===== src/rtl/onehot_seq_fsm.sv =====
// One-hot sequencer: an N-state one-hot register stepped through a run-time
// writable next-state table, with direct load, sticky error, lap pulse and step counter.
module onehot_seq_fsm #(
  parameter  int N     = 5,
  parameter  int START = 0,
  parameter  int CW    = 8,
  localparam int IW    = $clog2(N)
) (
  input  logic          clk,
  input  logic          rst_n,
  input  logic          step,
  input  logic          load,
  input  logic [N-1:0]  load_state,
  input  logic          tbl_we,
  input  logic [IW-1:0] tbl_addr,
  input  logic [IW-1:0] tbl_data,
  input  logic          err_clr,
  output logic [N-1:0]  state,
  output logic [IW-1:0] state_idx,
  output logic          lap,
  output logic          err,
  output logic [CW-1:0] step_cnt
);
  localparam logic [N-1:0] START_OH = N'(1) << START;

  logic [N-1:0]  state_q, state_d;
  logic [IW-1:0] tbl_q [N];
  logic [IW-1:0] idx, nxt;
  logic [CW-1:0] cnt_q, cnt_d;
  logic          lap_q, lap_d, err_q, err_d;
  logic          set_err, ld_ok, wr_ok;

  // state_q is always one-hot, so OR-reduction doubles as encoder and table mux
  always_comb begin
    idx = '0;
    nxt = '0;
    for (int i = 0; i < N; i++) begin
      if (state_q[i]) begin
        idx = idx | IW'(i);
        nxt = nxt | tbl_q[i];
      end
    end
  end

  assign ld_ok = (load_state != '0) && ((load_state & (load_state - 1'b1)) == '0);
  assign wr_ok = int'(tbl_addr) < N;

  always_comb begin
    state_d = state_q;
    cnt_d   = cnt_q;
    lap_d   = 1'b0;
    set_err = 1'b0;
    if (load) begin
      if (ld_ok) begin
        state_d = load_state;
      end else begin
        state_d = START_OH;
        set_err = 1'b1;
      end
      cnt_d = '0;
    end else if (step) begin
      if (int'(nxt) < N) begin
        state_d = N'(1) << nxt;
      end else begin
        state_d = START_OH;
        set_err = 1'b1;
      end
      lap_d = (state_d == START_OH);
      if (cnt_q != '1) cnt_d = cnt_q + 1'b1;
    end
    if (tbl_we && !wr_ok) set_err = 1'b1;
    err_d = set_err ? 1'b1 : (err_clr ? 1'b0 : err_q);
  end

  // Table write lands at the edge, so a same-cycle step still reads the old entry
  always_ff @(posedge clk or negedge rst_n) begin
    if (!rst_n) begin
      state_q <= START_OH;
      cnt_q   <= '0;
      lap_q   <= 1'b0;
      err_q   <= 1'b0;
      for (int i = 0; i < N; i++) tbl_q[i] <= IW'((i + 1) % N);
    end else begin
      state_q <= state_d;
      cnt_q   <= cnt_d;
      lap_q   <= lap_d;
      err_q   <= err_d;
      for (int i = 0; i < N; i++)
        if (tbl_we && wr_ok && tbl_addr == IW'(i)) tbl_q[i] <= tbl_data;
    end
  end

  assign state     = state_q;
  assign state_idx = idx;
  assign lap       = lap_q;
  assign err       = err_q;
  assign step_cnt  = cnt_q;
endmodule


===== config.mk =====
export PLATFORM = sky130hd
export DESIGN_NAME = onehot_seq_fsm
export DESIGN_NICKNAME = d
export VERILOG_FILES = /design/src/rtl/onehot_seq_fsm.sv
export SDC_FILE = /design/constraint.sdc
export NUM_CORES = 1
export LEC_CHECK = 0
export CORE_MARGIN = 2
export CORE_UTILIZATION = 54
export CTS_CLUSTER_DIAMETER = 80
export DETAILED_ROUTE_END_ITERATION = 7
export GPL_ROUTABILITY_DRIVEN = 0
export HOLD_SLACK_MARGIN = 0.1
export PLACE_DENSITY_LB_ADDON = 0.25
export SYNTH_ARGS = -nofsm -noshare
export SYNTH_HDL_FRONTEND = slang
export SYNTH_SLANG_ARGS = --single-unit

===== constraint.sdc =====
create_clock -name clk -period 3.8 [get_ports clk]
set_input_delay 0.57 -clock clk [delete_from_list [all_inputs] [get_ports clk]]
set_output_delay 0.57 -clock clk [all_outputs]
set_load 0.01 [all_outputs]

**After elaboration in Yosys (flattened, before gate mapping)**

Cells that the tools add are included.
Widths: inputs -> output; s select.

- Register bits: 30

- Shift-type cells: 1
- Muxes and demuxes: 27
- Eq/ne operators: 6
- Reductions and logical operators: 16
- Bitwise logic cells: 5
- Add/sub/neg operators: 2
- Magnitude comparators: 2

Operators with widths:

| cell | count |
|---|---|
| $mux 5 | 6 |
| $mux 8 | 3 |
| $mux 3 | 6 |
| $or 3x3->3 | 4 |
| $mux 1 | 10 |
| $add 8x1->8 const B | 1 |
| $logic_and 1x1->1 | 8 |
| $ne 8x8->1 const B | 1 |
| $eq 3x2->1 const B | 2 |
| $lt 3x3->1 const B | 2 |
| $reduce_bool 2->1 | 3 |
| $and 5x5->5 | 1 |
| $eq 5x1->1 const B | 1 |
| $logic_not 5->1 | 1 |
| $reduce_bool 5->1 | 1 |
| $shl 1x3->5 const A | 1 |
| $sub 5x1->5 const B | 1 |
| $mux 2 | 2 |
| $eq 3x1->1 const B | 1 |
| $eq 3x3->1 const B | 1 |
| $logic_not 3->1 | 1 |
| $reduce_and 2->1 | 1 |
| $logic_not 1->1 | 1 |

**Logic depth before layout (Yosys ltp)**

- Depth in word-level cells: 16
- Depth in mapped cells: 5

**Worst setup path before layout**

OpenSTA, ideal clock, no wires.

- Path type: input to register
- From: in load_state[2]
- To: reg err_q, in the netlist err
- Cell stages on the path: 4
- Library setup time: 126 ps
- Slack: 2078 ps
- Arrival time: 1596 ps
- Required time: 3674 ps
- Cell sequence: or3b_1 o32ai_2 nor3_1 a221o_1

- Longest elaborated chain between the ends: 8
- Elaborated cells on any way between the ends: 10
- Classes of those cells: 1 x add/sub; 4 x mux; 1 x bitwise; 4 x reduce/logical

RTL lines:

| what | RTL line | text |
|---|---|---|
| start: declaration | 13 | `input logic [N-1:0] load_state,` |
| $sub 5x1->5 | 45 | `assign ld_ok = (load_state != '0) && ((load_state & (load_state - 1'b1)) == '0);` |
| $and 5x5->5 | 45 |  |
| $logic_not 5->1 | 45 |  |
| $logic_and 1x1->1 (*) | 45 |  |
| $mux 1 (*) | 54 | `if (ld_ok) begin` |
| $mux 1 (*) | 53 | `if (load) begin` |
| $mux 1 (*) | 71 | `if (tbl_we && !wr_ok) set_err = 1'b1;` |
| $mux 1 / $reduce_bool 2->1 (equally long branches) | -- |  |
| end signal: assignment | 87 | `err_q <= err_d;` |
| end: declaration | 30 | `logic lap_q, lap_d, err_q, err_d;` |

Every way passes the cells marked *; elsewhere a longest branch is shown, timed or not.
A chain may end at the register's enable or synchronous reset.

**Worst setup path in the final report**

- From: reg state_q[3], in the netlist state[3]
- To: out state_idx[0]

- Longest elaborated chain between the ends: 2

RTL lines:

| what | RTL line | text |
|---|---|---|
| start: declaration | 26 | `logic [N-1:0] state_q, state_d;` |
| start signal: assignment | 84 | `state_q <= state_d;` |
| $mux 2 | 38 | `if (state_q[i]) begin` |
| $mux 3 | 38 |  |
| end: declaration | 19 | `output logic [IW-1:0] state_idx,` |

No other way between the ends.

==> parameters.txt <==
Parameter                              Value

Setup path
  Number of cell instances on the worst register-to-register path    4
  Number of buffers and inverters on the critical path    1
  Type of element launching the critical path    flop
  Crit-path cells    or2_2 -> clkdlybuf4s50_1
  Launching point of the worst reg2reg path    state[4]$_DFFE_PN0P_
  Crit path launch    state[3]$_DFFE_PN0P_
  Top Family by Delay on Critical Path    buffers and inverters
  Type of the setup path with the least slack    reg2out
  Endpoint kind of the worst setup timing path    output pin
  Critical Path RT    3230 ps
  Peak fanout along the critical path    7
  Slowest stage cell, crit path    sky130_fd_sc_hd__clkdlybuf4s50_1
  Setup slack of the worst register-to-register path    2040 ps
  Reg2Reg Capture Point    err$_DFFE_PN0P_
  Critical path's largest stage delay    480 ps
  Signal arrival time at the worst endpoint    1600 ps

Detailed routing
  Post-detailed-route count of antenna-violating nets    0
  DRC violations left    0
  WL final    3440 um
  Number of detailed-routing iterations run before antenna repair    5
  Post-DR wirelength/cell    15.8 um
  1st-iter DRT viols    63
  Total number of vias    1326
  Vias per inst    6.08

Placement
  Placed Instances    210
  HPWL after detailed placement    2520 um
  Count of buffers inserted at the top-level ports    34

CTS
  Number of buffers added by the clock tree synthesis step    5
  Source-to-sink clock delay at the later pin of the worst-skew pair    330 ps
  Clock-pin transition on the worst setup and hold timing paths    100 ps
  Clock tree from TritonCTS    done
  Number of sinks driven by the clock tree    30
  Cts hold-fix bufs    0
  Count of cells resized by post-cts repair    0
  Maximum clock insertion buffer count    2
  Number of H-tree branching levels    2
  Root buf cell    sky130_fd_sc_hd__clkbuf_4
  Post CTS Setup Buffer Count    0

Synth
  Post-synthesis async set-or-reset flop share    100%
  Top cells by area, synth    sky130_fd_sc_hd__dfrtp_1, sky130_fd_sc_hd__dfstp_2, sky130_fd_sc_hd__mux2_2
  Most numerous cell types in the synthesized netlist    sky130_fd_sc_hd__dfrtp_1, sky130_fd_sc_hd__mux2_2, sky130_fd_sc_hd__nor2_1
  Count of different cell masters after synthesis    50
  Mean cell area of the mapped netlist    10.6 sq um
  Number of enable-type register cells in the synthesized netlist    0
  Count of warnings emitted by yosys    0
  Prevailing post-synth register cell    sky130_fd_sc_hd__dfrtp_1
  Top-area cell type share of the netlist area    37.8%
  Area of the mapped netlist    1590 sq um
  Number of instances in the synthesized netlist    150
  Post-synthesis cell type with the largest combined area    sky130_fd_sc_hd__dfrtp_1
  Register bit total from synthesis    30
  Sequential share of the synthesized area    47.7%
  Net Count, Synth    168
  Most repeated cell in the gate-level netlist after synthesis    sky130_fd_sc_hd__dfrtp_1

Floorplan
  I/O pin cnt    35
  Total number of placement rows    19
  Starting density of the core    57.1%
  Horizontal die dimension    58.2 um
  Die Area    3390 sq um
  Core Area    2780 sq um
  Die Span Y    58.2 um

Layout
  Area occupied by registers    758 sq um
  Syn-to-layout area delta    26.4%
  Number of antenna repair diodes    0
  Fraction of final layout cells sized beyond drive strength 1    18.2%
  Net count, final    204
  Final non-filler cell total    218
  Utilization after layout    72.2%
  Area of the multi-input gates    792 sq um
  Fill cell instance count of the final layout    211

Status
  Result of the run    complete, no violations

STA
  Sum Neg Setup Slack    0 ps
  Count of final max-slew check failures    0
  Final-report hold violation count    0
  Period Utilization, post-route    57.1%
  Final hold slack    519 ps
  Setup repair after global routing missed its margin    false
  Worst-margin pin slew    714 ps
  Maximum operating frequency    0.461 GHz
  Worst Clk Skew    9.56 ps
  Worst slew margin relative to its limit    52.2%
  Setup Viol. Count Final    0
  Post-layout minimum cycle time    2170 ps

Hold path
  Type of the tightest min-delay check    reg2reg
  Worst Hold Depth    1
  Min-Delay Startpoint    tbl_q[14]$_DFFE_PN0P_
  WHS Endpoint    tbl_q[14]$_DFFE_PN0P_

Global routing
  Vias in the first global route    1250
  Wire length of the first global-routing pass    5880 um
  Tot GR Track Use    23.6%
  Maximum number of pins on one net before global-route repair    31
  Overflow after GRT    0
  Number of antenna violations at the first check in global routing    0

Power and ir drop
  Worst vdd rail ir drop    0.000364 V
  Total power per unit cell area    416 nW/um^2
  Leakage power    0.813 nW
  Final Total Pwr    0.835 mW

Flow run
  Number of max-cap violations    0
[state kept, by name, indices dropped and copies added (netlist names)]
| name | cells |
|---|---|
| err | 1 |
| lap | 1 |
| state | 5 |
| step_cnt | 8 |
| tbl_q | 15 |
[layout by cell type, fill, tap and decap left out, types with 2 or more instances in the layout]
master / synthesis / layout
sky130_fd_sc_hd__nand4_1: 3 / 3
sky130_fd_sc_hd__a222oi_1: 3 / 3
sky130_fd_sc_hd__dfrtp_1: 24 / 24
sky130_fd_sc_hd__dfstp_2: 6 / 6
sky130_fd_sc_hd__and3_1: 4 / 4
sky130_fd_sc_hd__clkbuf_4: 0 / 5
sky130_fd_sc_hd__nor2_1: 13 / 13
sky130_fd_sc_hd__a22oi_1: 2 / 2
sky130_fd_sc_hd__o21ai_0: 3 / 3
sky130_fd_sc_hd__or2_2: 3 / 3
sky130_fd_sc_hd__mux2_2: 14 / 14
sky130_fd_sc_hd__inv_1: 3 / 3
sky130_fd_sc_hd__xnor2_1: 5 / 5
sky130_fd_sc_hd__a21oi_1: 9 / 9
sky130_fd_sc_hd__nand2_1: 8 / 8
sky130_fd_sc_hd__nand2b_1: 2 / 2
sky130_fd_sc_hd__nor3_1: 6 / 6
sky130_fd_sc_hd__nand4b_1: 2 / 2
sky130_fd_sc_hd__clkdlybuf4s50_1: 0 / 34
sky130_fd_sc_hd__nand3_1: 4 / 4
sky130_fd_sc_hd__nor3b_1: 3 / 3
[through the flow]
step | worst slack (ps) | cell area (sq um)
floorplan | 2080 | 1590
global placement | 1430 | 1950
detailed placement | 1380 | 1950
CTS | 1610 | 2010
global route | 1560 | 2010
finish | 1630 | 2010
[worst max-delay path by stage]
stage,depth (start not counted),end
6_report,2,state_idx[0]
5_1_grt,5,step_cnt[5]$_DFFE_PN0P_
3_3_place_gp,5,step_cnt[5]$_DFFE_PN0P_
4_1_cts,2,state_idx[0]
3_5_place_dp,5,step_cnt[5]$_DFFE_PN0P_
2_1_floorplan,4,err$_DFFE_PN0P_
[cell families (layout without fill, tap and decap cells)]
family | count (synthesis) | after routing | share of synthesized area (%)
adder cells (fa/ha/maj) | 1 | 1 | 0.787
flip-flops | 30 | 30 | 47.7
AO/OA/AOI/OAI | 31 | 31 | 14.1
AND/OR/NAND/NOR | 57 | 57 | 20.4
buffers and inverters | 9 | 46 | 2.44
XOR/XNOR | 6 | 6 | 3.31
multiplexers | 16 | 16 | 11.3
[metal layers]
layer  track usage [%]  vias to the layer above  part of all wire (%)  wire length, um
met5                 0                        -                     0                0
met4              7.97                        0                   1.6               54
met3              7.37                        7                   5.1              177
met2              35.7                       37                    45             1560
met1              32.6                      644                    48             1650
li1                  -                      638                     -                -
[area by class of cell]
cell class	count	share of cell area [%]
multi-input combinational	111	39.4
tap	31	1.93
sequential	30	37.8
clock inverter	1	0.249
clock buffer	7	2.74
inverter	3	0.561
timing repair buffer	35	17.3
[power breakdown]
group          leakage, nW  total [mW]  switching (mW)  internal, mW
sequential           0.369       0.417          0.0386         0.378
combinational        0.409       0.217          0.0982         0.119
clock               0.0353       0.201           0.111        0.0895
No activity file was read; power rests on OpenSTA's default activity.
